### src/rtl/cla_sched_pkg.sv
// Shared types for the cla_add_sched adder scheduler: width default, FSM states, response record.
package cla_sched_pkg;

  localparam int CLA_WIDTH = 10;
  // Response id field is sized for the largest supported requester count (8)
  localparam int ID_MAXW   = 3;

  typedef enum logic [1:0] {
    IDLE = 2'd0,
    FULL = 2'd1,
    LOCK = 2'd2
  } state_t;

  typedef struct packed {
    logic [ID_MAXW-1:0]   id;
    logic [CLA_WIDTH-1:0] sum;
    logic                 cout;
  } rsp_t;

endpackage

### src/rtl/cla_add_sched_if.sv
// Requester, adder and response signals of cla_add_sched. With CLA_SCHED_CARRY_CHAIN_EN
// the bundle also carries the per-requester req_last chain marker.
interface cla_add_sched_if
  import cla_sched_pkg::*;
#(
  parameter int WIDTH = CLA_WIDTH,
  parameter int NREQ  = 4,
  parameter int IDW   = $clog2(NREQ)
);
  logic [NREQ-1:0]       req_valid;
  logic [NREQ-1:0]       req_ready;
  logic [NREQ*WIDTH-1:0] req_a;
  logic [NREQ*WIDTH-1:0] req_b;
  logic [NREQ-1:0]       req_cin;
`ifdef CLA_SCHED_CARRY_CHAIN_EN
  logic [NREQ-1:0]       req_last;
`endif
  logic [WIDTH-1:0]      add_a;
  logic [WIDTH-1:0]      add_b;
  logic                  add_cin;
  logic [WIDTH-1:0]      add_s;
  logic                  add_cout;
  logic                  rsp_valid;
  logic                  rsp_ready;
  logic [IDW-1:0]        rsp_id;
  logic [WIDTH-1:0]      rsp_sum;
  logic                  rsp_cout;

  // Environment side: requesters, the shared adder and the response consumer
  modport master (
    output req_valid, req_a, req_b, req_cin,
`ifdef CLA_SCHED_CARRY_CHAIN_EN
    output req_last,
`endif
    output add_s, add_cout, rsp_ready,
    input  req_ready, add_a, add_b, add_cin, rsp_valid, rsp_id, rsp_sum, rsp_cout
  );

  modport slave (
    input  req_valid, req_a, req_b, req_cin,
`ifdef CLA_SCHED_CARRY_CHAIN_EN
    input  req_last,
`endif
    input  add_s, add_cout, rsp_ready,
    output req_ready, add_a, add_b, add_cin, rsp_valid, rsp_id, rsp_sum, rsp_cout
  );
endinterface

### src/rtl/rr_arbiter.sv
// Round-robin arbiter: first request above ptr (wrapping), or only lock_idx while lock_en.
module rr_arbiter #(
  parameter int NREQ = 4,
  parameter int IDW  = $clog2(NREQ)
) (
  input  logic [NREQ-1:0] req,
  input  logic [IDW-1:0]  ptr,
  input  logic            enable,
  input  logic            lock_en,
  input  logic [IDW-1:0]  lock_idx,
  output logic [NREQ-1:0] gnt,
  output logic [IDW-1:0]  idx
);

  logic [IDW-1:0]  cand [NREQ];
  logic [NREQ-1:0] hit;

  // Search slot gi examines requester (ptr + 1 + gi) mod NREQ
  for (genvar gi = 0; gi < NREQ; gi++) begin : g_cand
    logic [IDW:0] raw;
    assign raw       = {1'b0, ptr} + (IDW+1)'(gi + 1);
    assign cand[gi]  = (raw >= (IDW+1)'(NREQ)) ? IDW'(raw - (IDW+1)'(NREQ)) : raw[IDW-1:0];
    assign hit[gi]   = req[cand[gi]];
  end

  always_comb begin
    gnt = '0;
    idx = '0;
    if (enable) begin
      if (lock_en) begin
        if (req[lock_idx]) begin
          gnt[lock_idx] = 1'b1;
          idx           = lock_idx;
        end
      end else if (|hit) begin
        for (int k = NREQ - 1; k >= 0; k--) begin
          if (hit[k]) idx = cand[k];
        end
        gnt[idx] = 1'b1;
      end
    end
  end

endmodule

### src/rtl/cla_add_sched.sv
// Round-robin scheduler sharing one external adder among NREQ requesters, one registered response slot.
// Optional CLA_SCHED_CARRY_CHAIN_EN: multi-beat carry chains that lock the arbiter to one requester.
module cla_add_sched
  import cla_sched_pkg::*;
#(
  parameter int WIDTH = CLA_WIDTH,
  parameter int NREQ  = 4,
  parameter int IDW   = $clog2(NREQ)
) (
  input  logic           clk,
  input  logic           rst_n,
  cla_add_sched_if.slave bus
);

  state_t          state_q;
  rsp_t            rsp_q;
  logic [IDW-1:0]  rr_ptr_q;
  logic            rsp_valid_w;
  logic            slot_free;
  logic            accept;
  logic            lock_en;
  logic            cin_sel;
  logic [NREQ-1:0] gnt;
  logic [IDW-1:0]  gnt_idx;
  logic [WIDTH-1:0] a_arr [NREQ];
  logic [WIDTH-1:0] b_arr [NREQ];

  for (genvar gi = 0; gi < NREQ; gi++) begin : g_unpack
    assign a_arr[gi] = bus.req_a[gi*WIDTH +: WIDTH];
    assign b_arr[gi] = bus.req_b[gi*WIDTH +: WIDTH];
  end

`ifdef CLA_SCHED_CARRY_CHAIN_EN
  logic rsp_valid_q;
  logic carry_q;
  // LOCK tracks the chain only; slot occupancy lives in rsp_valid_q
  assign rsp_valid_w = rsp_valid_q;
  assign lock_en     = (state_q == LOCK);
  assign cin_sel     = lock_en ? carry_q : bus.req_cin[gnt_idx];
`else
  assign rsp_valid_w = (state_q == FULL);
  assign lock_en     = 1'b0;
  assign cin_sel     = bus.req_cin[gnt_idx];
`endif

  // Gated by rst_n so no requester sees ready while reset is held
  assign slot_free = rst_n && (!rsp_valid_w || bus.rsp_ready);
  assign accept    = |gnt;

  rr_arbiter #(.NREQ(NREQ), .IDW(IDW)) u_arb (
    .req      (bus.req_valid),
    .ptr      (rr_ptr_q),
    .enable   (slot_free),
    .lock_en  (lock_en),
    .lock_idx (rr_ptr_q),
    .gnt      (gnt),
    .idx      (gnt_idx)
  );

  assign bus.req_ready = gnt;
  assign bus.add_a     = accept ? a_arr[gnt_idx] : '0;
  assign bus.add_b     = accept ? b_arr[gnt_idx] : '0;
  assign bus.add_cin   = accept ? cin_sel : 1'b0;

  always_ff @(posedge clk or negedge rst_n) begin
    if (!rst_n) begin
      state_q  <= IDLE;
      rsp_q    <= '0;
      rr_ptr_q <= IDW'(NREQ - 1);
`ifdef CLA_SCHED_CARRY_CHAIN_EN
      rsp_valid_q <= 1'b0;
      carry_q     <= 1'b0;
`endif
    end else if (accept) begin
      rsp_q.id   <= ID_MAXW'(gnt_idx);
      rsp_q.sum  <= bus.add_s;
      rsp_q.cout <= bus.add_cout;
      rr_ptr_q   <= gnt_idx;
`ifdef CLA_SCHED_CARRY_CHAIN_EN
      rsp_valid_q <= 1'b1;
      if (!bus.req_last[gnt_idx]) begin
        state_q <= LOCK;
        carry_q <= bus.add_cout;
      end else begin
        state_q <= FULL;
      end
`else
      state_q <= FULL;
`endif
    end else if (bus.rsp_ready) begin
`ifdef CLA_SCHED_CARRY_CHAIN_EN
      rsp_valid_q <= 1'b0;
`endif
      if (state_q == FULL) state_q <= IDLE;
    end
  end

  assign bus.rsp_valid = rsp_valid_w;
  assign bus.rsp_id    = rsp_q.id[IDW-1:0];
  assign bus.rsp_sum   = rsp_q.sum;
  assign bus.rsp_cout  = rsp_q.cout;

  // Upper id bits are only meaningful for larger requester counts
  logic unused_id_bits;
  assign unused_id_bits = ^rsp_q.id;

endmodule

### src/flat_wrapper.sv
// flat-port wrapper written by rule: the top's interface ports become plain ports
module cla_add_sched_flat import cla_sched_pkg::*;
#(
  parameter int WIDTH = CLA_WIDTH,
  parameter int NREQ  = 4,
  parameter int IDW   = $clog2(NREQ)
)
  (clk, rst_n, bus_req_valid, bus_req_a, bus_req_b, bus_req_cin, bus_add_s, bus_add_cout, bus_rsp_ready, bus_req_ready, bus_add_a, bus_add_b, bus_add_cin, bus_rsp_valid, bus_rsp_id, bus_rsp_sum, bus_rsp_cout);
  cla_add_sched_if #(.WIDTH(WIDTH), .NREQ(NREQ), .IDW(IDW)) bus_i ();
  input  logic clk;
  input  logic rst_n;
  input wire logic [$bits(bus_i.req_valid)-1:0] bus_req_valid;
  input wire logic [$bits(bus_i.req_a)-1:0] bus_req_a;
  input wire logic [$bits(bus_i.req_b)-1:0] bus_req_b;
  input wire logic [$bits(bus_i.req_cin)-1:0] bus_req_cin;
  input wire logic [$bits(bus_i.add_s)-1:0] bus_add_s;
  input wire logic [$bits(bus_i.add_cout)-1:0] bus_add_cout;
  input wire logic [$bits(bus_i.rsp_ready)-1:0] bus_rsp_ready;
  output wire logic [$bits(bus_i.req_ready)-1:0] bus_req_ready;
  output wire logic [$bits(bus_i.add_a)-1:0] bus_add_a;
  output wire logic [$bits(bus_i.add_b)-1:0] bus_add_b;
  output wire logic [$bits(bus_i.add_cin)-1:0] bus_add_cin;
  output wire logic [$bits(bus_i.rsp_valid)-1:0] bus_rsp_valid;
  output wire logic [$bits(bus_i.rsp_id)-1:0] bus_rsp_id;
  output wire logic [$bits(bus_i.rsp_sum)-1:0] bus_rsp_sum;
  output wire logic [$bits(bus_i.rsp_cout)-1:0] bus_rsp_cout;
  assign bus_i.req_valid = bus_req_valid;
  assign bus_i.req_a = bus_req_a;
  assign bus_i.req_b = bus_req_b;
  assign bus_i.req_cin = bus_req_cin;
  assign bus_i.add_s = bus_add_s;
  assign bus_i.add_cout = bus_add_cout;
  assign bus_i.rsp_ready = bus_rsp_ready;
  assign bus_req_ready = bus_i.req_ready;
  assign bus_add_a = bus_i.add_a;
  assign bus_add_b = bus_i.add_b;
  assign bus_add_cin = bus_i.add_cin;
  assign bus_rsp_valid = bus_i.rsp_valid;
  assign bus_rsp_id = bus_i.rsp_id;
  assign bus_rsp_sum = bus_i.rsp_sum;
  assign bus_rsp_cout = bus_i.rsp_cout;
  cla_add_sched #(.WIDTH(WIDTH), .NREQ(NREQ), .IDW(IDW)) u_core (.clk(clk), .rst_n(rst_n), .bus(bus_i));
endmodule
### config.mk
export PLATFORM = sky130hd
export DESIGN_NAME = cla_add_sched_flat
export DESIGN_NICKNAME = d
export VERILOG_FILES = /design/src/rtl/cla_sched_pkg.sv /design/src/rtl/cla_add_sched_if.sv /design/src/rtl/rr_arbiter.sv /design/src/rtl/cla_add_sched.sv /design/src/flat_wrapper.sv
export SDC_FILE = /design/constraint.sdc
export NUM_CORES = 1
export LEC_CHECK = 0
export ABC_AREA = 1
export CAP_MARGIN = 20
export CORE_MARGIN = 3
export CORE_UTILIZATION = 39
export DETAILED_ROUTE_END_ITERATION = 10
export GPL_ROUTABILITY_DRIVEN = 0
export HOLD_SLACK_MARGIN = 0.05
export PLACE_DENSITY = 0.95
export REMOVE_ABC_BUFFERS = 1
export SLEW_MARGIN = 20
export SYNTH_ARGS = -nofsm -noshare
export SYNTH_HDL_FRONTEND = slang
export SYNTH_HIERARCHICAL = 1
export SYNTH_SLANG_ARGS = --single-unit
### constraint.sdc
create_clock -name clk -period 3.2 [get_ports clk]
set_clock_uncertainty 0.05 [all_clocks]
set_input_delay 0.32 -clock clk [delete_from_list [all_inputs] [get_ports clk]]
set_output_delay 0.32 -clock clk [all_outputs]
set_load 0.005 [all_outputs]
* Yosys cells after proc, flatten, opt, wreduce, memory -nomap -nowiden
Index checks and enable logic that the tools add are counted.
** Cells by class
- Add/subtract/negate cells :: 8
- Magnitude comparators :: 12
- Equality and inequality tests :: 1
- Mux-type cells :: 38
- Bitwise operators :: 1
- Reductions and logical operators :: 9
** Operators by type and width (count)
- $mux W10 :: 6
- $bmux W10 S2 :: 2
- $mux W2 :: 15
- $lt A2 B3 Y1 const B :: 6
- $ge A3 B3 Y1 const B :: 5
- $bmux W1 S2 :: 5
- $mux W4 :: 2
- $reduce_or A4 Y1 :: 2
- $sub A2 B1 Y2 const B :: 4
- $mux W1 :: 7
- $add A2 B2 Y3 const B :: 2
- $reduce_bool A2 Y1 :: 2
- $add A2 B1 Y3 const B :: 1
- $add A2 B3 Y3 const B :: 1
- $not A2 Y3 :: 1
- $demux W1 S2 :: 1
- $eq A2 B1 Y1 const B :: 1
- $ge A2 B1 Y1 const B :: 1
- $logic_and A1 B1 Y1 :: 2
- $reduce_and A2 Y1 :: 1
- $logic_not A1 Y1 :: 1
- $logic_or A1 B1 Y1 :: 1
** Storage, ports and cells
- Bits in registers :: 17
- Logic and storage cells :: 74

* Longest topological paths before layout
Gate-level depths: netlist (run 1).
- Word-level depth :: 20
- Mapped depth :: 19

* Cells and area by module
Netlist (run 1), hierarchy kept.
** Modules (own cells, without submodules)
- cla_add_sched :: instances 1, cells each 318, area each 1694.1 sq um
- rr_arbiter :: instances 1, cells each 89, area each 407.9 sq um

* Worst setup path after synthesis (run 1)
OpenSTA, ideal clock, no wires.
- Kind :: reg2out
- Start :: register u_core.rr_ptr_q[0]
- End :: output port bus_add_a[0]
- Arrival time :: 2063 ps
- Path slack :: 767 ps
- Cell stages (with the launch flop) :: 19
- Path buffers :: 2
- Cells stage by stage :: dfstp_2 buf_6 inv_6 nand2_1 nand2_2 nand2_2 nand2_1 nand2_1 nand2_1 nand2_1 nand2_1 nand2_1 nand2_1 nor2_1 inv_1 nand3_2 clkinv_2 buf_4 a21oi_1
** On the way
- Cells in the longest elaborated chain, start to end :: 19
- Elaborated cells on any way between the ends :: 46
** RTL lines
- start, declared :: line cla_add_sched.sv:17 : logic [IDW-1:0] rr_ptr_q;
- start signal, assigned :: line cla_add_sched.sv:69 : rr_ptr_q <= IDW'(NREQ - 1);
- start signal, assigned :: line cla_add_sched.sv:78 : rr_ptr_q <= gnt_idx;
- $add A2 B3 Y3 :: line rr_arbiter.sv:21 : assign raw = {1'b0, ptr} + (IDW+1)'(gi + 1);
- $ge A3 B3 Y1 or $sub A2 B1 Y2 (tied branches) :: line rr_arbiter.sv:22 : assign cand[gi] = (raw >= (IDW+1)'(NREQ)) ? IDW'(raw - (IDW+1)'(NREQ)) : raw[IDW-1:0];
- $mux W2 :: line rr_arbiter.sv:22
- $bmux W1 S2 :: line rr_arbiter.sv:23 : assign hit[gi] = req[cand[gi]];
- $mux W1 (not written as such) :: line rr_arbiter.sv:23
- $mux W2 (4 in series) :: line rr_arbiter.sv:37 : if (hit[k]) idx = cand[k];
- $mux W2 :: line rr_arbiter.sv:35 : end else if (|hit) begin
- $mux W2 :: line rr_arbiter.sv:29 : if (enable) begin
- $lt A2 B3 Y1 (not written as such) or $ge A2 B1 Y1 (tied branches) :: line rr_arbiter.sv:39 : gnt[idx] = 1'b1;
- $logic_and A1 B1 Y1 (not written as such) :: line rr_arbiter.sv:39
- $mux W1 (not written as such) :: line rr_arbiter.sv:39
- $demux W1 S2 :: line rr_arbiter.sv:39
- $mux W4 * :: line rr_arbiter.sv:35
- $mux W4 * :: line rr_arbiter.sv:29
- net bus_req_ready[2] :: line flat_wrapper.sv:19 : output wire logic [$bits(bus_i.req_ready)-1:0] bus_req_ready;
- $reduce_or A4 Y1 * :: line cla_add_sched.sv:48 : assign accept = |gnt;
- $mux W10 * :: line cla_add_sched.sv:61 : assign bus.add_a = accept ? a_arr[gnt_idx] : '0;
- end, declared :: line flat_wrapper.sv:20 : output wire logic [$bits(bus_i.add_a)-1:0] bus_add_a;
The timed path passes the listed nets; every way through them passes the cells marked *. The select of a mux whose other input is x is not followed.

* Worst setup path after layout (run 1)
- Start :: register u_core.rr_ptr_q[0]
- End :: output port bus_add_a[4]
** On the way
- Elaborated cells on any way between the ends :: 46
** RTL lines
- $add A2 B3 Y3 :: line rr_arbiter.sv:21
- $ge A3 B3 Y1 or $sub A2 B1 Y2 (tied branches) :: line rr_arbiter.sv:22
- $mux W2 :: line rr_arbiter.sv:22
- $bmux W1 S2 :: line rr_arbiter.sv:23
- $mux W1 (not written as such) :: line rr_arbiter.sv:23
- $mux W2 (4 in series) :: line rr_arbiter.sv:37
- $mux W2 :: line rr_arbiter.sv:35
- $mux W2 :: line rr_arbiter.sv:29
- $mux W2 * :: line rr_arbiter.sv:35
- $mux W2 * :: line rr_arbiter.sv:29
- net u_core.gnt_idx[0] :: line cla_add_sched.sv:24 : logic [IDW-1:0] gnt_idx;
- $not A2 Y3 (not written as such) * :: line cla_add_sched.sv:61
- $bmux W10 S2 * :: line cla_add_sched.sv:61
- $mux W10 (not written as such) * (2 in series) :: line cla_add_sched.sv:61
- $mux W10 * :: line cla_add_sched.sv:61
Marked as above.

==> reports/summary.md, run 1 <==
### Yosys
- 407 — number of standard cells after synthesis
- 28.7% — share of Yosys cell area claimed by the top area cell type
- 0.00210 mm2 — Syn Std Cell Area
- 0% — parity-gate share of the synthesized area counting xor and xnor cells
- 5.16 um2 — post-synthesis area per instance
- 6 — Yosys warning total
- 16 — flip-flop and latch count after synthesis
- nand2_1 — area leader, netlist
- 0% — adder and majority cell fraction of the synthesized area
- nand2_1 29%, inv_1 18%, dfrtp_1 17% — Area contributors post-synth
- 47.1% — simple-gate share of the synthesized area
- 0% — mux share of post-synthesis cell area
- simple AND/OR/NAND/NOR gates — dominant combinational cell family by area after synthesis
- 19.2% — register area share after synthesis
- 7.74% — compound-gate portion of the synthesized area
- 26 — count of unique library cells instantiated by Yosys

### Run status
- negative setup slack — violated checks
- finished, violations left — run status

### STA
- 0.411 ns — worst hold slack after final layout
- -0.0489 ns — setup tns final
- 2 — number of setup violations in the final report
- 0 — number of pins with negative max-slew slack in the final report
- 101% — final critical-path share of the clock period
- 309 MHz — highest attainable clock frequency
- yes — unrepaired setup endpoints after global routing
- -0.0381 ns — final worst setup slack
- 3.24 ns — Final min period
- 0 — count of endpoints failing hold in the final timing report

### Worst setup path
- 4 — number of buffer and inverter stages on the critical path
- simple AND/OR/NAND/NOR gates — cell type group with the largest total delay on the critical path
- 2.83 ns — Worst Path Required
- 17 — instance count on the critical path
- 17 — Reg2Reg Depth
- buf_12, nand2_1, o21ai_1, nand2_2, nand2_1, nand2_1, nand2_1, nand2_1, nand3_2, nand2_2, nor2_4, buf_12, inv_6, nand2_1, nand3_2, a21oi_2, clkdlybuf4s50_1 — sequence of cells on the critical path
- 10 — maximum fanout encountered on the critical timing path
- primary output — CP Capture Type
- 0.91 ns — worst-case register-to-register setup slack
- nand2_1 — Crit path top cell by count
- u_core/rr_ptr_q[0] — critical register-to-register path startpoint
- u_core/bus.rsp_id[1] — reg-to-reg critical path endpoint
- register — startpoint type of the worst setup path
- register to primary output — category of the most critical setup path
- dfstp_2 — cell type of the slowest stage on the worst timing path
- u_core/rr_ptr_q[0] — Critical Path Source
- bus_add_a[4] — end of the critical path
- 0.55 ns — delay contributed by the slowest stage of the critical path
- 2.87 ns — arrival time worst endpoint

### Global route
- 43 — largest net degree at the start of global routing
- 2941 — number of global-route vias before repair
- 0 — antenna violations before repair
- 0 — grt total ovfl
- met2 — busiest layer in global routing
- 12400 um — first-pass GRT wire length
- 45.1% — met2 track demand over resource in global routing
- 23.7% — total routing usage reported by global routing
- 25.5% — met1 track demand over resource in global routing
- 5.30% — met3 usage

### Finish
- 74.1% — Final Util
- 662 — final net count
- 10.7% — fraction of final layout cells sized beyond drive strength 1
- 82.3% — Area Overhead vs Synth
- nand2_1 — most frequent standard cell in the layout excluding fill and tap cells
- 160 x nand2_1, 120 x clkdlybuf4s50_1, 98 x inv_1 — most used cells in the layout excluding fill and tap cells
- 0 — number of antenna repair diodes
- 428 — number of inserted filler cells in the final layout
- 629 — final non-filler cell total

### Placement
- 140 — Port Buffer Count
- 6240 um — detailed placer's ending HPWL
- 616 — number of placed cells counting well taps

### Die
- 79.4 um — Vert. Die Dim
- 0.00631 mm2 — full die area
- 79.4 um — die span in x
- 26 — placement row count
- 141 — total I/O pin count
- 0.00517 mm2 — Core Box Area
- 40.6% — Initial Util

### Route
- 4.79 — post-DR vias/cell
- 124 — Iteration-0 DRC Markers
- 5 — 1st-pass router iterations
- 0 — Antenna Violating Nets Remaining
- 3010 — overall via count from detail_route
- 0 — count of unresolved DRC violations after routing
- 13.1 um — Routed WL per cell
- 8250 um — Total Routed Length

### Hold path
- primary input to async pin — HP Class

### Run
- 0 — maxcap violations

### CTS
- 3 — TritonCTS buffer count
- 16 — Sinks on Clock Net
- built — TritonCTS clock tree
- 1 — number of levels in the clock H-tree
- 2 — worst-case clock buffer depth
- 0.06 ns — clock-pin slew on the worst setup and hold paths
- 0.24 ns — clk_lat worst skew
- clkbuf_8 — clock root buffer

### Power
- 610 uV — Max VDD drop
- 512 mW/mm2 — power per cell area
- 2.21 nW — Static Leak
- 0.00196 W — PnR Total Power

-- stage by stage --
step | area [um2] | worst slack [ns]
global route | 3830 | -0.215
detailed placement | 3600 | -0.0862
global placement | 3600 | 0.0523
floorplan | 1970 | -0.692
CTS | 3690 | -0.0135
finish | 3830 | -0.0381
-- state kept, by name (all words and copies together) (netlist names) --
name,count
u_core/bus.rsp_cout,1
u_core/bus.rsp_id,2
u_core/bus.rsp_sum,10
u_core/state_q,1
u_core/rr_ptr_q,2
-- routing by layer --
metal	share of wire, %	vias to the layer above
met1	38	1357
met2	50	141
met3	9.0	18
met4	2.4	0
li1	-	1494
met5	0	-
-- Yosys cell counts, drive strengths merged --
library cell	count
a21oi	23
buf	18
clkinv	2
conb	1
dfrtp	14
dfstp	2
inv	103
nand2	169
nand3	54
nand4	1
nor2	10
nor3	2
o211ai	1
o21a	2
o21ai	5
-- cells by family after synthesis --
family | count (synthesis)
and+or+nand+nor | 236
buffers and inverters | 123
AOI/OAI and AO/OA | 31
DFF | 16
other | 1
-- worst min path at each step --
stage,cells past startpoint,slack (ns),end
finish,2,0.41,u_core/state_q[0]
global route,2,0.41,u_core/bus.rsp_sum[8]
CTS,2,0.41,u_core/bus.rsp_sum[8]
detailed placement,2,0.41,u_core/bus.rsp_sum[1]
global placement,2,0.40,u_core/bus.rsp_sum[4]
floorplan,0,-0.03,u_core/bus.rsp_cout
-- cell type report --
class                   count  area (um2)  area share [%]
clock buffers               4        55.1            1.44
repair buffers            161        1640            42.8
repair inverters            2        17.5           0.457
multi-input cells         271        1220            31.8
flip-flops and latches     16         403            10.5
well taps                  70        87.6            2.29
inverters                 105         413            10.8
-- report_power, final --
group	total (W)	internal (W)	switching, W
Sequential	0.000355	0.000296	0.0000590
Combinational	0.00143	0.000716	0.000718
Clock	0.000174	0.000109	0.0000652
Total	0.00196	0.00112	0.000842
-- timing repair --
item	in CTS	in global routing
pin swaps	0	5
endpoints found under the setup margin	21	12
hold buffers	0	0
buffers inserted	3	4
resized for setup	20	21
gates cloned	0	3
Note: power is estimated with default switching activity, not from simulation.
==> run 2, diff against run 1 <==
--- a/config.mk
+++ b/config.mk
@@ -8,11 +8,11 @@
 export ABC_AREA = 1
 export CAP_MARGIN = 20
 export CORE_MARGIN = 3
-export CORE_UTILIZATION = 39
+export CORE_UTILIZATION = 33
 export DETAILED_ROUTE_END_ITERATION = 10
 export GPL_ROUTABILITY_DRIVEN = 0
 export HOLD_SLACK_MARGIN = 0.05
-export PLACE_DENSITY = 0.95
+export PLACE_DENSITY = 0.89
 export REMOVE_ABC_BUFFERS = 1
 export SLEW_MARGIN = 20
 export SYNTH_ARGS = -nofsm -noshare
==> constraint.sdc (replaced) <==
create_clock -name clk -period 2.8 [get_ports clk]
set_clock_uncertainty 0.05 [all_clocks]
set_input_delay 0.28 -clock clk [delete_from_list [all_inputs] [get_ports clk]]
set_output_delay 0.28 -clock clk [all_outputs]
set_load 0.005 [all_outputs]
==> reports/summary.md, run 2 (synthesis results as in run 1) <==
### Route
- 0 — count of unresolved DRC violations after routing, unchanged
- 0 — Antenna Violating Nets Remaining, unchanged
- 3221 — overall via count from detail_route, was 3010
- 14.7 um — Routed WL per cell, was 13.1 um
- 4.91 — post-DR vias/cell, was 4.79
- 9660 um — Total Routed Length, was 8250 um
- 177 — Iteration-0 DRC Markers, was 124
- 5 — 1st-pass router iterations, unchanged

### Finish
- 0.00431 mm2 — post-route cell area, was 0.00383 mm2
- 10 — max reg flops, unchanged
- 0.00153 mm2 — total area of multi-input combinational cells, was 0.00122 mm2
- 457 — number of inserted filler cells in the final layout, was 428
- nand2_1 — most frequent standard cell in the layout excluding fill and tap cells, unchanged
- 140 x nand2_1, 115 x clkdlybuf4s50_1, 97 x inv_1 — most used cells in the layout excluding fill and tap cells, was 160 x nand2_1, 120 x clkdlybuf4s50_1, 98 x inv_1
- 26.0% — fraction of final layout cells sized beyond drive strength 1, was 10.7%
- 0 — number of antenna repair diodes, unchanged
- 684 — final net count, was 662
- 403 um2 — Storage cell area, unchanged
- 105% — Area Overhead vs Synth, was 82.3%

### Die
- 28 — placement row count, was 26
- 0.00736 mm2 — full die area, was 0.00631 mm2
- 85.8 um — Vert. Die Dim, was 79.4 um
- 85.8 um — die span in x, was 79.4 um
- 141 — total I/O pin count, unchanged
- 0.00606 mm2 — Core Box Area, was 0.00517 mm2
- 34.7% — Initial Util, was 40.6%

### STA
- 21 — number of setup violations in the final report, was 2
- 335 MHz — highest attainable clock frequency
- -3.22 ns — setup tns final, was -0.0489 ns
- -0.184 ns — final worst setup slack, was -0.0381 ns
- yes — unrepaired setup endpoints after global routing, unchanged
- 0.362 ns — worst hold slack after final layout, was 0.411 ns
- 0 — number of pins with negative max-slew slack in the final report, unchanged
- 2.98 ns — Final min period
- 0 — count of endpoints failing hold in the final timing report, unchanged
- 107% — final critical-path share of the clock period

### Worst setup path
- buf_12, inv_8, nand2_8, nand3_2, nand2_1, inv_2, nand2_1, nand2_1, nand2_2, nand2_1, nand2_1, nand2_1, nor2_2, inv_1, nand3_2, clkinv_4, buf_16, a21oi_2, buf_2 — sequence of cells on the critical path, was buf_12, nand2_1, o21ai_1, nand2_2, nand2_1, nand2_1, nand2_1, nand2_1, nand3_2, nand2_2, nor2_4, buf_12, inv_6, nand2_1, nand3_2, a21oi_2, clkdlybuf4s50_1
- u_core/rr_ptr_q[0] — Critical Path Source, unchanged
- 21 — Reg2Reg Depth, was 17
- 6 — maximum fanout encountered on the critical timing path, was 10
- 0.56 ns — delay contributed by the slowest stage of the critical path, was 0.55 ns
- simple AND/OR/NAND/NOR gates — cell type group with the largest total delay on the critical path, unchanged
- primary output — CP Capture Type, unchanged
- bus_add_a[0] — end of the critical path, was bus_add_a[4]
- dfstp_2 — cell type of the slowest stage on the worst timing path, unchanged
- register to primary output — category of the most critical setup path, unchanged
- 7 — number of buffer and inverter stages on the critical path, was 4
- 0.08 ns — worst-case register-to-register setup slack, was 0.91 ns
- nand2_1 — Crit path top cell by count, unchanged
- u_core/rr_ptr_q[0] — critical register-to-register path startpoint, unchanged
- 2.65 ns — arrival time worst endpoint, was 2.87 ns
- register — startpoint type of the worst setup path, unchanged
- u_core/bus.rsp_sum[0] — reg-to-reg critical path endpoint, was u_core/bus.rsp_id[1]
- 19 — instance count on the critical path, was 17
- 2.47 ns — Worst Path Required, was 2.83 ns

### Placement
- 0.00370 mm2 — area of placed instances, was 0.00360 mm2
- 6140 um — detailed placer's ending HPWL, was 6240 um
- 140 — Port Buffer Count, unchanged

### Power
- 2.37 nW — Static Leak, was 2.21 nW
- 649 mW/mm2 — power per cell area, was 512 mW/mm2
- 44.7% — switching share of total power, was 42.9%
- 0.00155 W — cell-internal power, was 0.00112 W
- 78.3% — fraction of power consumed by combinational cells, was 73.0%
- 14.6% — register share of total power, was 18.1%
- 7.1% — clock share of power, was 8.9%
- 558 uV — Max VDD drop, was 610 uV
- 0.00125 W — P_sw, was 0.000842 W

### Global route
- 0 — grt total ovfl, unchanged
- 3293 — number of global-route vias before repair, was 2941
- 14600 um — first-pass GRT wire length, was 12400 um
- 0 — antenna violations before repair, unchanged
- 24.1% — total routing usage reported by global routing, was 23.7%
- 22 — largest net degree at the start of global routing, was 43

### CTS
- 0.24 ns — clk_lat worst skew, about the same
- 2 — worst-case clock buffer depth, unchanged
- 3 — TritonCTS buffer count, unchanged
- 0.06 ns — clock-pin slew on the worst setup and hold paths, about the same
- built — TritonCTS clock tree, unchanged
- clkbuf_8 — clock root buffer, unchanged
- 0 — hold bufs inserted after CTS, unchanged
- 1 — number of levels in the clock H-tree, unchanged
- 16 — Sinks on Clock Net, unchanged

### Run status
- negative setup slack — violated checks, unchanged
- finished, violations left — run status, unchanged

### Hold path
- primary input to async pin — HP Class, unchanged

### Run
- 0 — maxcap violations, unchanged

-- run 2: cell types whose count changed in the layout (fill, tap and decap cells not counted), sizes merged --
cell / previous run / this run
clkdlybuf4s15: 1 / 0
clkbuf: 7 / 4
dlygate4sd2: 10 / 1
clkinv: 3 / 2
buf: 20 / 65
dlymetal6s2s: 7 / 3
clkdlybuf4s50: 120 / 115
-- run 2: through the flow --
| step | total power, W | setup WS [ns] | std cells | utilization [%] |
|---|---|---|---|---|
| after floorplan | 0.00110 | -1.05 | 392 | - |
| after global placement | 0.00199 | -0.278 | 632 | 61.1 |
| after detailed placement | 0.00203 | -0.362 | 632 | 61.1 |
| after CTS | 0.00263 | -0.0250 | 651 | 68.6 |
| after global routing | 0.00299 | -0.326 | 656 | 71.1 |
| final | 0.00280 | -0.184 | 656 | 71.1 |
-- run 2: area by class of cell --
cell class                      count  share of cell area (%)
Multi-Input combinational cell    271                    35.5
Inverter                          105                    9.67
Timing Repair Buffer              184                    41.9
Tap cell                           75                    2.18
Timing Repair inverter              1                   0.145
Clock buffer                        4                    1.28
Sequential cell                    16                    9.35
-- run 2: how the worst min path moves through the flow --
stage	startpoint	depth (start not counted)	endpoint
floorplan	rst_n	0	u_core/bus.rsp_cout
global placement	u_core/bus.rsp_sum[6]	2	u_core/bus.rsp_sum[6]
detailed placement	u_core/bus.rsp_sum[1]	2	u_core/bus.rsp_sum[1]
CTS	rst_n	2	u_core/bus.rsp_sum[9]
global route	rst_n	2	u_core/bus.rsp_id[0]
finish	rst_n	2	u_core/bus.rsp_sum[7]
-- run 2: timing repair --
action                     CTS  global route
hold endpoints to repair     0             0
gates cloned                 5             0
gates resized for setup    165            26
setup buffers               10             5
pin swaps                   22             8
setup endpoints to repair   21            38
-- run 2: layer usage --
metal  wire length, um  up-vias  share of wire, %  track usage (%)
met5                 0        -                 0                0
met4               204        0               2.1             7.34
met3               821       30               8.5             3.55
met2              4960      190                51             46.5
met1              3680     1451                38             26.9
li1                  -     1550                 -                -
-- run 2: power groups by stage --
stage	Clock (W)	Sequential, W	Combinational, W
6_report	0.000198	0.000408	0.00219
5_1_grt	0.000214	0.000421	0.00235
4_1_cts	0.000203	0.000407	0.00202
3_5_place_dp	0	0.000410	0.00162
3_3_place_gp	0	0.000411	0.00158
2_1_floorplan	0	0.000417	0.000682
